### src/rtl/ps2_kbd_rx.sv
// PS/2 keyboard receiver: clock filter, 11-bit deframer with timeout, E0/F0 prefix tracking and
// a first-word-fall-through scancode FIFO. Define PS2_PARITY_CHECK_EN to enforce odd parity.
module ps2_kbd_rx #(
    parameter int unsigned FILTER_LEN  = 4,
    parameter int unsigned TIMEOUT_CYC = 100000,
    parameter int unsigned FIFO_DEPTH  = 4
) (
    input  logic                          clk_i,
    input  logic                          rst_ni,
    input  logic                          ps2_clk_i,
    input  logic                          ps2_data_i,
    output logic [7:0]                    code_o,
    output logic                          extended_o,
    output logic                          release_o,
    output logic                          valid_o,
    input  logic                          ready_i,
    output logic [$clog2(FIFO_DEPTH):0]   count_o,
    output logic                          overflow_o,
    output logic                          frame_err_o
);

    localparam int unsigned FLT_W = $clog2(FILTER_LEN + 1);
    localparam int unsigned TMO_W = $clog2(TIMEOUT_CYC + 1);
    localparam int unsigned PTR_W = $clog2(FIFO_DEPTH);
    localparam int unsigned CNT_W = PTR_W + 1;

    typedef enum logic [1:0] {
        StIdle,
        StData,
        StParity,
        StStop
    } state_e;

    // Input synchronisers and glitch filter
    logic             r_clk_meta, r_clk_sync;
    logic             r_dat_meta, r_dat_sync;
    logic             r_filt, r_filt_prev;
    logic [FLT_W-1:0] r_flt_cnt;
    logic             w_fall;

    always_ff @(posedge clk_i or negedge rst_ni) begin
        if (!rst_ni) begin
            r_clk_meta  <= 1'b1;
            r_clk_sync  <= 1'b1;
            r_dat_meta  <= 1'b1;
            r_dat_sync  <= 1'b1;
            r_filt      <= 1'b1;
            r_filt_prev <= 1'b1;
            r_flt_cnt   <= '0;
        end else begin
            r_clk_meta  <= ps2_clk_i;
            r_clk_sync  <= r_clk_meta;
            r_dat_meta  <= ps2_data_i;
            r_dat_sync  <= r_dat_meta;
            r_filt_prev <= r_filt;
            // Any sample agreeing with the filtered level restarts the run count.
            if (r_clk_sync == r_filt) begin
                r_flt_cnt <= '0;
            end else if (r_flt_cnt == FLT_W'(FILTER_LEN - 1)) begin
                r_filt    <= r_clk_sync;
                r_flt_cnt <= '0;
            end else begin
                r_flt_cnt <= r_flt_cnt + FLT_W'(1);
            end
        end
    end

    assign w_fall = r_filt_prev & ~r_filt;

    // Deframer state
    state_e           r_state, w_state_d;
    logic [2:0]       r_bit_cnt, w_bit_cnt_d;
    logic [7:0]       r_shift, w_shift_d;
    logic [TMO_W-1:0] r_tmo_cnt, w_tmo_cnt_d;
    logic             r_byte_vld, w_byte_vld_d;
    logic             r_ferr, w_ferr_d;
    logic             r_ext, w_ext_d;
    logic             r_brk, w_brk_d;
    logic             w_par_ok;
    logic             w_push;

`ifdef PS2_PARITY_CHECK_EN
    logic r_parity;

    always_ff @(posedge clk_i or negedge rst_ni) begin
        if (!rst_ni) begin
            r_parity <= 1'b0;
        end else if (r_state == StParity && w_fall) begin
            r_parity <= r_dat_sync;
        end
    end

    assign w_par_ok = ^{r_shift, r_parity};
`else
    assign w_par_ok = 1'b1;
`endif

    always_ff @(posedge clk_i or negedge rst_ni) begin
        if (!rst_ni) begin
            r_state    <= StIdle;
            r_bit_cnt  <= '0;
            r_shift    <= '0;
            r_tmo_cnt  <= '0;
            r_byte_vld <= 1'b0;
            r_ferr     <= 1'b0;
            r_ext      <= 1'b0;
            r_brk      <= 1'b0;
        end else begin
            r_state    <= w_state_d;
            r_bit_cnt  <= w_bit_cnt_d;
            r_shift    <= w_shift_d;
            r_tmo_cnt  <= w_tmo_cnt_d;
            r_byte_vld <= w_byte_vld_d;
            r_ferr     <= w_ferr_d;
            r_ext      <= w_ext_d;
            r_brk      <= w_brk_d;
        end
    end

    always_comb begin
        w_state_d    = r_state;
        w_bit_cnt_d  = r_bit_cnt;
        w_shift_d    = r_shift;
        w_byte_vld_d = 1'b0;
        w_ferr_d     = 1'b0;
        w_ext_d      = r_ext;
        w_brk_d      = r_brk;
        w_push       = 1'b0;
        w_tmo_cnt_d  = (r_state == StIdle || w_fall) ? '0 : r_tmo_cnt + TMO_W'(1);

        case (r_state)
            StIdle: begin
                if (w_fall && !r_dat_sync) begin
                    w_state_d   = StData;
                    w_bit_cnt_d = '0;
                end
            end
            StData: begin
                if (w_fall) begin
                    w_shift_d   = {r_dat_sync, r_shift[7:1]};
                    w_bit_cnt_d = r_bit_cnt + 3'd1;
                    if (r_bit_cnt == 3'd7) begin
                        w_state_d = StParity;
                    end
                end
            end
            StParity: begin
                if (w_fall) begin
                    w_state_d = StStop;
                end
            end
            StStop: begin
                if (w_fall) begin
                    w_state_d = StIdle;
                    if (r_dat_sync && w_par_ok) begin
                        w_byte_vld_d = 1'b1;
                    end else begin
                        w_ferr_d = 1'b1;
                    end
                end
            end
            default: w_state_d = StIdle;
        endcase

        if (r_state != StIdle && !w_fall && r_tmo_cnt == TMO_W'(TIMEOUT_CYC - 1)) begin
            w_state_d = StIdle;
            w_ferr_d  = 1'b1;
        end

        // The completed byte stays in r_shift through the decode cycle.
        if (r_byte_vld) begin
            if (r_shift == 8'hE0) begin
                w_ext_d = 1'b1;
            end else if (r_shift == 8'hF0) begin
                w_brk_d = 1'b1;
            end else begin
                w_push  = 1'b1;
                w_ext_d = 1'b0;
                w_brk_d = 1'b0;
            end
        end

        if (w_ferr_d) begin
            w_ext_d = 1'b0;
            w_brk_d = 1'b0;
        end
    end

    // Scancode FIFO, entries are {extended, release, code}
    logic [9:0]       r_mem [FIFO_DEPTH];
    logic [PTR_W-1:0] r_wptr, r_rptr;
    logic [CNT_W-1:0] r_count;
    logic             r_ovf;
    logic             w_valid, w_pop, w_full, w_wr;

    assign w_valid = (r_count != '0);
    assign w_pop   = w_valid && ready_i;
    assign w_full  = (r_count == CNT_W'(FIFO_DEPTH));
    // A pop in the same cycle frees the slot, so a full FIFO can still accept.
    assign w_wr    = w_push && (!w_full || w_pop);

    always_ff @(posedge clk_i or negedge rst_ni) begin
        if (!rst_ni) begin
            for (int i = 0; i < FIFO_DEPTH; i++) begin
                r_mem[i] <= '0;
            end
            r_wptr  <= '0;
            r_rptr  <= '0;
            r_count <= '0;
            r_ovf   <= 1'b0;
        end else begin
            if (w_wr) begin
                r_mem[r_wptr] <= {r_ext, r_brk, r_shift};
                r_wptr        <= r_wptr + PTR_W'(1);
            end
            if (w_pop) begin
                r_rptr <= r_rptr + PTR_W'(1);
            end
            case ({w_wr, w_pop})
                2'b10:   r_count <= r_count + CNT_W'(1);
                2'b01:   r_count <= r_count - CNT_W'(1);
                default: r_count <= r_count;
            endcase
            r_ovf <= w_push && w_full && !w_pop;
        end
    end

    assign code_o      = r_mem[r_rptr][7:0];
    assign release_o   = r_mem[r_rptr][8];
    assign extended_o  = r_mem[r_rptr][9];
    assign valid_o     = w_valid;
    assign count_o     = r_count;
    assign overflow_o  = r_ovf;
    assign frame_err_o = r_ferr;

endmodule

### config.mk
export PLATFORM = sky130hd
export DESIGN_NAME = ps2_kbd_rx
export DESIGN_NICKNAME = d
export VERILOG_FILES = /design/src/rtl/ps2_kbd_rx.sv
export SDC_FILE = /design/constraint.sdc
export NUM_CORES = 1
export LEC_CHECK = 0
export ABC_AREA = 1
export BUFFER_PORTS_ARGS = -buffer_cell sky130_fd_sc_hd__buf_2
export CORE_MARGIN = 4
export CORE_UTILIZATION = 60
export DETAILED_ROUTE_END_ITERATION = 8
export PLACE_DENSITY = 0.78
export SLEW_MARGIN = 10
export SYNTH_ARGS = -nofsm -noshare
export SYNTH_HDL_FRONTEND = slang
export SYNTH_SLANG_ARGS = --single-unit
### constraint.sdc
create_clock -name clk_i -period 5.15 [get_ports clk_i]
set_clock_uncertainty 0.1 [all_clocks]
set_input_delay 0.515 -clock clk_i [delete_from_list [all_inputs] [get_ports clk_i]]
set_output_delay 0.515 -clock clk_i [all_outputs]
set_load 0.01 [all_outputs]
# Yosys cells after proc, flatten, opt, wreduce, memory -nomap -nowiden

Index checks and enable logic that the tools add are counted.
W data, S select, Z words.

$lt $le $gt $ge: 3
Bitwise operators: 5
Reductions and logical operators: 26
Multiplexer cells: 38
Equal/unequal tests: 21
$add $sub $neg: 7

Operator list:

| cell                    | number |
|---|---|
| $bwmux W40              | 1 |
| $mux W10                | 3 |
| $bmux W10 S2            | 1 |
| $demux W10 S2           | 1 |
| $mux W1                 | 18 |
| $add A17 B1 Y17 const B | 1 |
| $eq A17 B17 Y1 const B  | 1 |
| $mux W17                | 1 |
| $eq A8 B8 Y1 const B    | 2 |
| $ne A3 B3 Y1 const B    | 5 |
| $mux W2                 | 6 |
| $mux W3                 | 4 |
| $pmux W3 S2             | 2 |
| $add A3 B1 Y3 const B   | 3 |
| $logic_and A1 B1 Y1     | 8 |
| $pmux W2 S4             | 1 |
| $reduce_and A2 Y1       | 4 |
| $reduce_bool A2 Y1      | 4 |
| $eq A2 B2 Y1 const B    | 3 |
| $eq A3 B3 Y1 const B    | 2 |
| $ge A3 B3 Y1 const B    | 2 |
| $not A2 Y3              | 2 |
| $reduce_and A5 Y1       | 1 |
| $add A2 B1 Y2 const B   | 2 |
| 15 further kinds        | 22 |

Register bits after elaboration: 91

# Logic depth before layout (Yosys ltp)

Word-level depth: 8
Gate-level depth with buffers: 13
Gate-level depth less buffers: 13

# Worst setup path before layout

OpenSTA, ideal clock, no wires.

Path kind: register to register
Start point: register r_count[1] (netlist: count_o[1])
End point: register r_count[2] (netlist: count_o[2])
Path slack: 2971 ps
Setup time: 131 ps
Arrival: 1948 ps
Required time: 4919 ps
Cell stages (with the launch flop): 11
Clock period less this slack: 2179 ps
Cells stage by stage: dfrtp_1 nor2_1 nand3_1 buf_2 nand2_1 ha_1 inv_1 fa_1 a21oi_1 o21ai_0 xor2_1

Cells in the longest elaborated chain, start to end: 6

RTL lines:

| item                                                           | RTL line | text |
|---|---|---|
| start, declared                                                | 192      | `logic [CNT_W-1:0] r_count;` |
| start signal, assigned                                         | 220      | `2'b10: r_count <= r_count + CNT_W'(1);` |
| start signal, assigned                                         | 221      | `2'b01: r_count <= r_count - CNT_W'(1);` |
| start signal, assigned                                         | 222      | `default: r_count <= r_count;` |
| $eq A3 B3 Y1 / $reduce_bool A3 Y1 (equally long branches)      | 198, 196 |  |
| $logic_not A1 Y1 / $logic_and A1 B1 Y1 (equally long branches) | 200, 197 |  |
| $logic_or A1 B1 Y1                                             | 200      | `assign w_wr = w_push && (!w_full \|\| w_pop);` |
| $logic_and A1 B1 Y1                                            | 200      |  |
| $eq A2 B1 Y1 / $eq A2 B2 Y1 (equally long branches)            | 219      | `case ({w_wr, w_pop})` |
| $pmux W3 S2 / $reduce_bool A2 Y1 (equally long branches)       | n/a      |  |

Parallel ways exist; a longest one is shown, timed or not.
A chain may end at the register's enable or synchronous reset.

# Worst setup path after layout

Start point: register r_rptr[0]
End point: output release_o

Cells in the longest elaborated chain, start to end: 4

RTL lines:

| item                             | RTL line | text |
|---|---|---|
| start, declared                  | 191      | `logic [PTR_W-1:0] r_wptr, r_rptr;` |
| start signal, assigned           | 217      | `r_rptr <= r_rptr + PTR_W'(1);` |
| $not A2 Y3 (not written as such) | 229      | `assign release_o = r_mem[r_rptr][8];` |
| $bmux W10 S2                     | 229      |  |
| $mux W10 (2 in series)           | n/a      |  |
| end, declared                    | 14       | `output logic release_o,` |

No other way between the ends. The select of a mux whose other input is x is not followed.

==> impl_metrics.csv <==
group,metric,value,unit
timing,layout_setup_ws,2.34,ns
logic_synthesis,yosysSeqAreaShare,50.5,%
detailed_routing,detail_route.first_pass.iterations,5,
critical_path,worstSetupEndpointType,"output pin",
critical_path,path_cells,"inv_1 > o21ai_0 > o22ai_1 > buf_2",
pwr,vdd_ir_drop_max,0.233,mV
place,routabilityCongestion,0.888,
die,std_cell_rows,31,
cells_and_area,num-nets-final,568,
logic_synthesis,synth.cells.most_frequent,"nand2_1 (150), dfrtp_1 (85), nor2_1 (70)",
logic_synthesis,synth_warnings,0,
logic_synthesis,post_synth.cell_area_avg,8.43,um^2
detailed_routing,routed.top_layer,"met4",
pwr,powerDensity,471,nW/um^2
cells_and_area,drive_gt1_share,10.8,%
critical_path,worst_path_slowest_cell,"dfrtp_1",
timing,finalSetupTns,0,ns
cells_and_area,n_antenna_cell,0,
clock_tree,htree_levels,3,
die,fp.dieW,94.8,um
place,hpwlAfterDp,6.30,mm
critical_path,r2r_setup_slack,2.62,ns
flow_run,drv.max_cap_violation_count,0,
critical_path,crit_path_start_kind,"flop",
global_route,grt_pass1_wl,16.0,mm
critical_path,critPathMaxStageDelay,0.80,ns
critical_path,worstPathArrival,2.19,ns
critical_path,critical_path_peak_fanout,23,
clock_tree,ctsResizeCount,0,
pwr,power_leakage,2.40,nW
status,status,"completed",
place,dp_slack,2.61,ns
critical_path,worst-endpoint-required,4.53,ns
timing,final-setup-viol-count,0,
timing,hold_ws,0.154,ns
cells_and_area,sequential_cell_area,2280,um^2
logic_synthesis,netlist_top_cells_area,"dfrtp_1 (47%), nand2_1 (12%), nand4_1 (6.2%)",
detailed_routing,vias_after_detailed_routing,3657,
detailed_routing,final_antenna_net_count,0,
detailed_routing,drt-vias-per-instance,5.61,
global_route,grt_max_degree,59,
clock_tree,postCtsHoldBufs,1,
timing,timing.final.crit_share,54.5,%
detailed_routing,drt-total-wl,9.14,mm
detailed_routing,first_iter_violations,241,
global_route,first_global_vias,3505,
logic_synthesis,post_synth_inst_count,537,
clock_tree,tritoncts.num_buffers,9,
critical_path,r2r_cells,11,
detailed_routing,wl_met2,4.51,mm
timing,drv_slew,0,
clock_tree,path_clk_slew,0.09,ns
timing,fin_crit,2.81,ns
clock_tree,cts.path.max_buffers,2,
timing,tightestPinTransition,0.709,ns
timing,fmax,356,MHz
cells_and_area,multiInputGateArea,1960,um^2
logic_synthesis,postSynthNetCount,557,
logic_synthesis,synth_top_flop_cell,"dfrtp_1",
die,fp.dieArea,8990,um^2
detailed_routing,drc_errors,0,
clock_tree,clock_tree.root_cell,"clkbuf_8",
critical_path,worst_r2r_startpoint,"r_shift[3]",
critical_path,criticalPathCategory,"reg -> out",
die,fp.dieH,94.8,um
logic_synthesis,distinct_cell_type_count_of_the_synthesized_netlist,30,
hold_path,min-delay-path-class,"in -> reg",
logic_synthesis,asyncSetResetFlopFracSynth,100,%
logic_synthesis,synth_enable_flop_cells,0,
timing,max-slew-margin-rel,52.7,%
logic_synthesis,yosys.area.top_type,"dfrtp_1",
global_route,grt_overflow,0,
clock_tree,clock_sinks,91,
hold_path,hold_path_cells,1,
global_route,globalRouteTotalUtil,22.7,%
clock_tree,clkLatencyLatePin,0.36,ns
detailed_routing,detail_route.wirelength.met1,3.99,mm
detailed_routing,post_drt_wl_per_cell,14.0,um
place,io_port_bufs,20,
timing,final_number_of_hold_violating_endpoints,0,
cells_and_area,fillers,643,
detailed_routing,met3_wirelength,468,um
logic_synthesis,netlist_area,4520,um^2
logic_synthesis,synth.most_common_cell,"nand2_1",
die,fp.coreArea,7290,um^2
critical_path,startpoint,"r_rptr[0]",
clock_tree,cts_tree,"done",
die,io-pin-count,21,
logic_synthesis,synth_top_area_share,47.0,%
hold_path,hold_path_startpoint,"ps2_clk_i",
cells_and_area,areaGrowthSynthToFinish,6.58,%
die,initial_core_utilization,62.0,%
timing,unrepaired_setup_endpoints_after_global_routing,"no",
global_route,grt_antenna_before_repair,0,
clock_tree,post-cts-setup-buffers,0,
logic_synthesis,synth_seq_cells,91,
## per-layer routing
metal,vias to the layer above,global-route usage (%)
li1,1785,-
met1,1762,29.3
met2,93,37.6
met3,17,4.14
met4,0,9.74
met5,-,0
## per-stage QoR
step           cell area [um^2]  instances  utilization [%]  total power [mW]
6_report                   4820        652             66.1              2.27
5_1_grt                    4820        652             66.1              2.45
4_1_cts                    4820        652             66.1              2.29
3_5_place_dp               4640        635             63.6              1.85
3_3_place_gp               4640        635             63.6              1.81
2_1_floorplan              4520        537                -              1.62
## final cells by class
class / instances / share of cell area (%)
inverters: 40 / 3.11
clock buffers: 12 / 3.01
well taps: 99 / 2.57
clock inverters: 4 / 0.545
flip-flops and latches: 91 / 47.4
multi-input cells: 383 / 40.7
repair buffers: 23 / 2.65
## report_power, final
| group | total (mW) | internal (mW) | switching, mW |
|---|---|---|---|
| clock network | 0.431 | 0.188 | 0.243 |
| logic | 0.814 | 0.285 | 0.529 |
| registers | 1.03 | 0.858 | 0.168 |
## registers in the layout, indices dropped and copies added (netlist names), 2 cells and up
| name | cells |
|---|---|
| count_o | 3 |
| r_bit_cnt | 3 |
| r_flt_cnt | 3 |
| r_mem | 40 |
| r_rptr | 2 |
| r_shift | 8 |
| r_state | 2 |
| r_tmo_cnt | 17 |
| r_wptr | 2 |
## cell families (layout without fill, tap and decap cells)
group / after synthesis / in the layout / synth area share, %
buffers and inverters: 63 / 79 / 6.08
XOR/XNOR: 10 / 10 / 1.94
AND/OR/NAND/NOR: 303 / 303 / 30.6
AO/OA/AOI/OAI: 55 / 55 / 6.61
adder cells (fa/ha/maj): 15 / 15 / 4.31
flip-flops: 91 / 91 / 50.5
## critical path, delay by kind of cell, from the launching register on
kind	cells	cell delay, ns
AO/OA/AOI/OAI	2	0.41
buffers and inverters	2	0.63
flip-flops	1	0.80
## layout by cell type, fill, tap and decap left out, types with 2 or more instances in the layout
cell      count
a21oi_1      10
buf_2        19
buf_4         3
clkbuf_1      2
clkbuf_8     10
clkinv_2      2
dfrtp_1      85
dfstp_2       6
ha_1         14
inv_1        39
nand2_1     150
nand2_2       4
nand3_1      15
nand4_1      45
nand4_2       4
nor2_1       70
nor2_4        3
nor3_1        6
o21ai_0      32
o21ai_1       2
o22ai_1      10
or2_2         2
xnor2_1       3
xor2_1        7
## worst paths after layout
check                        endpoint
max                         release_o
min                        r_clk_meta
max reg2reg                count_o[1]
min reg2reg                r_dat_sync
max in group asynchronous  r_state[0]
min in group asynchronous    r_mem[9]
Note: power is estimated with default switching activity, not from simulation.
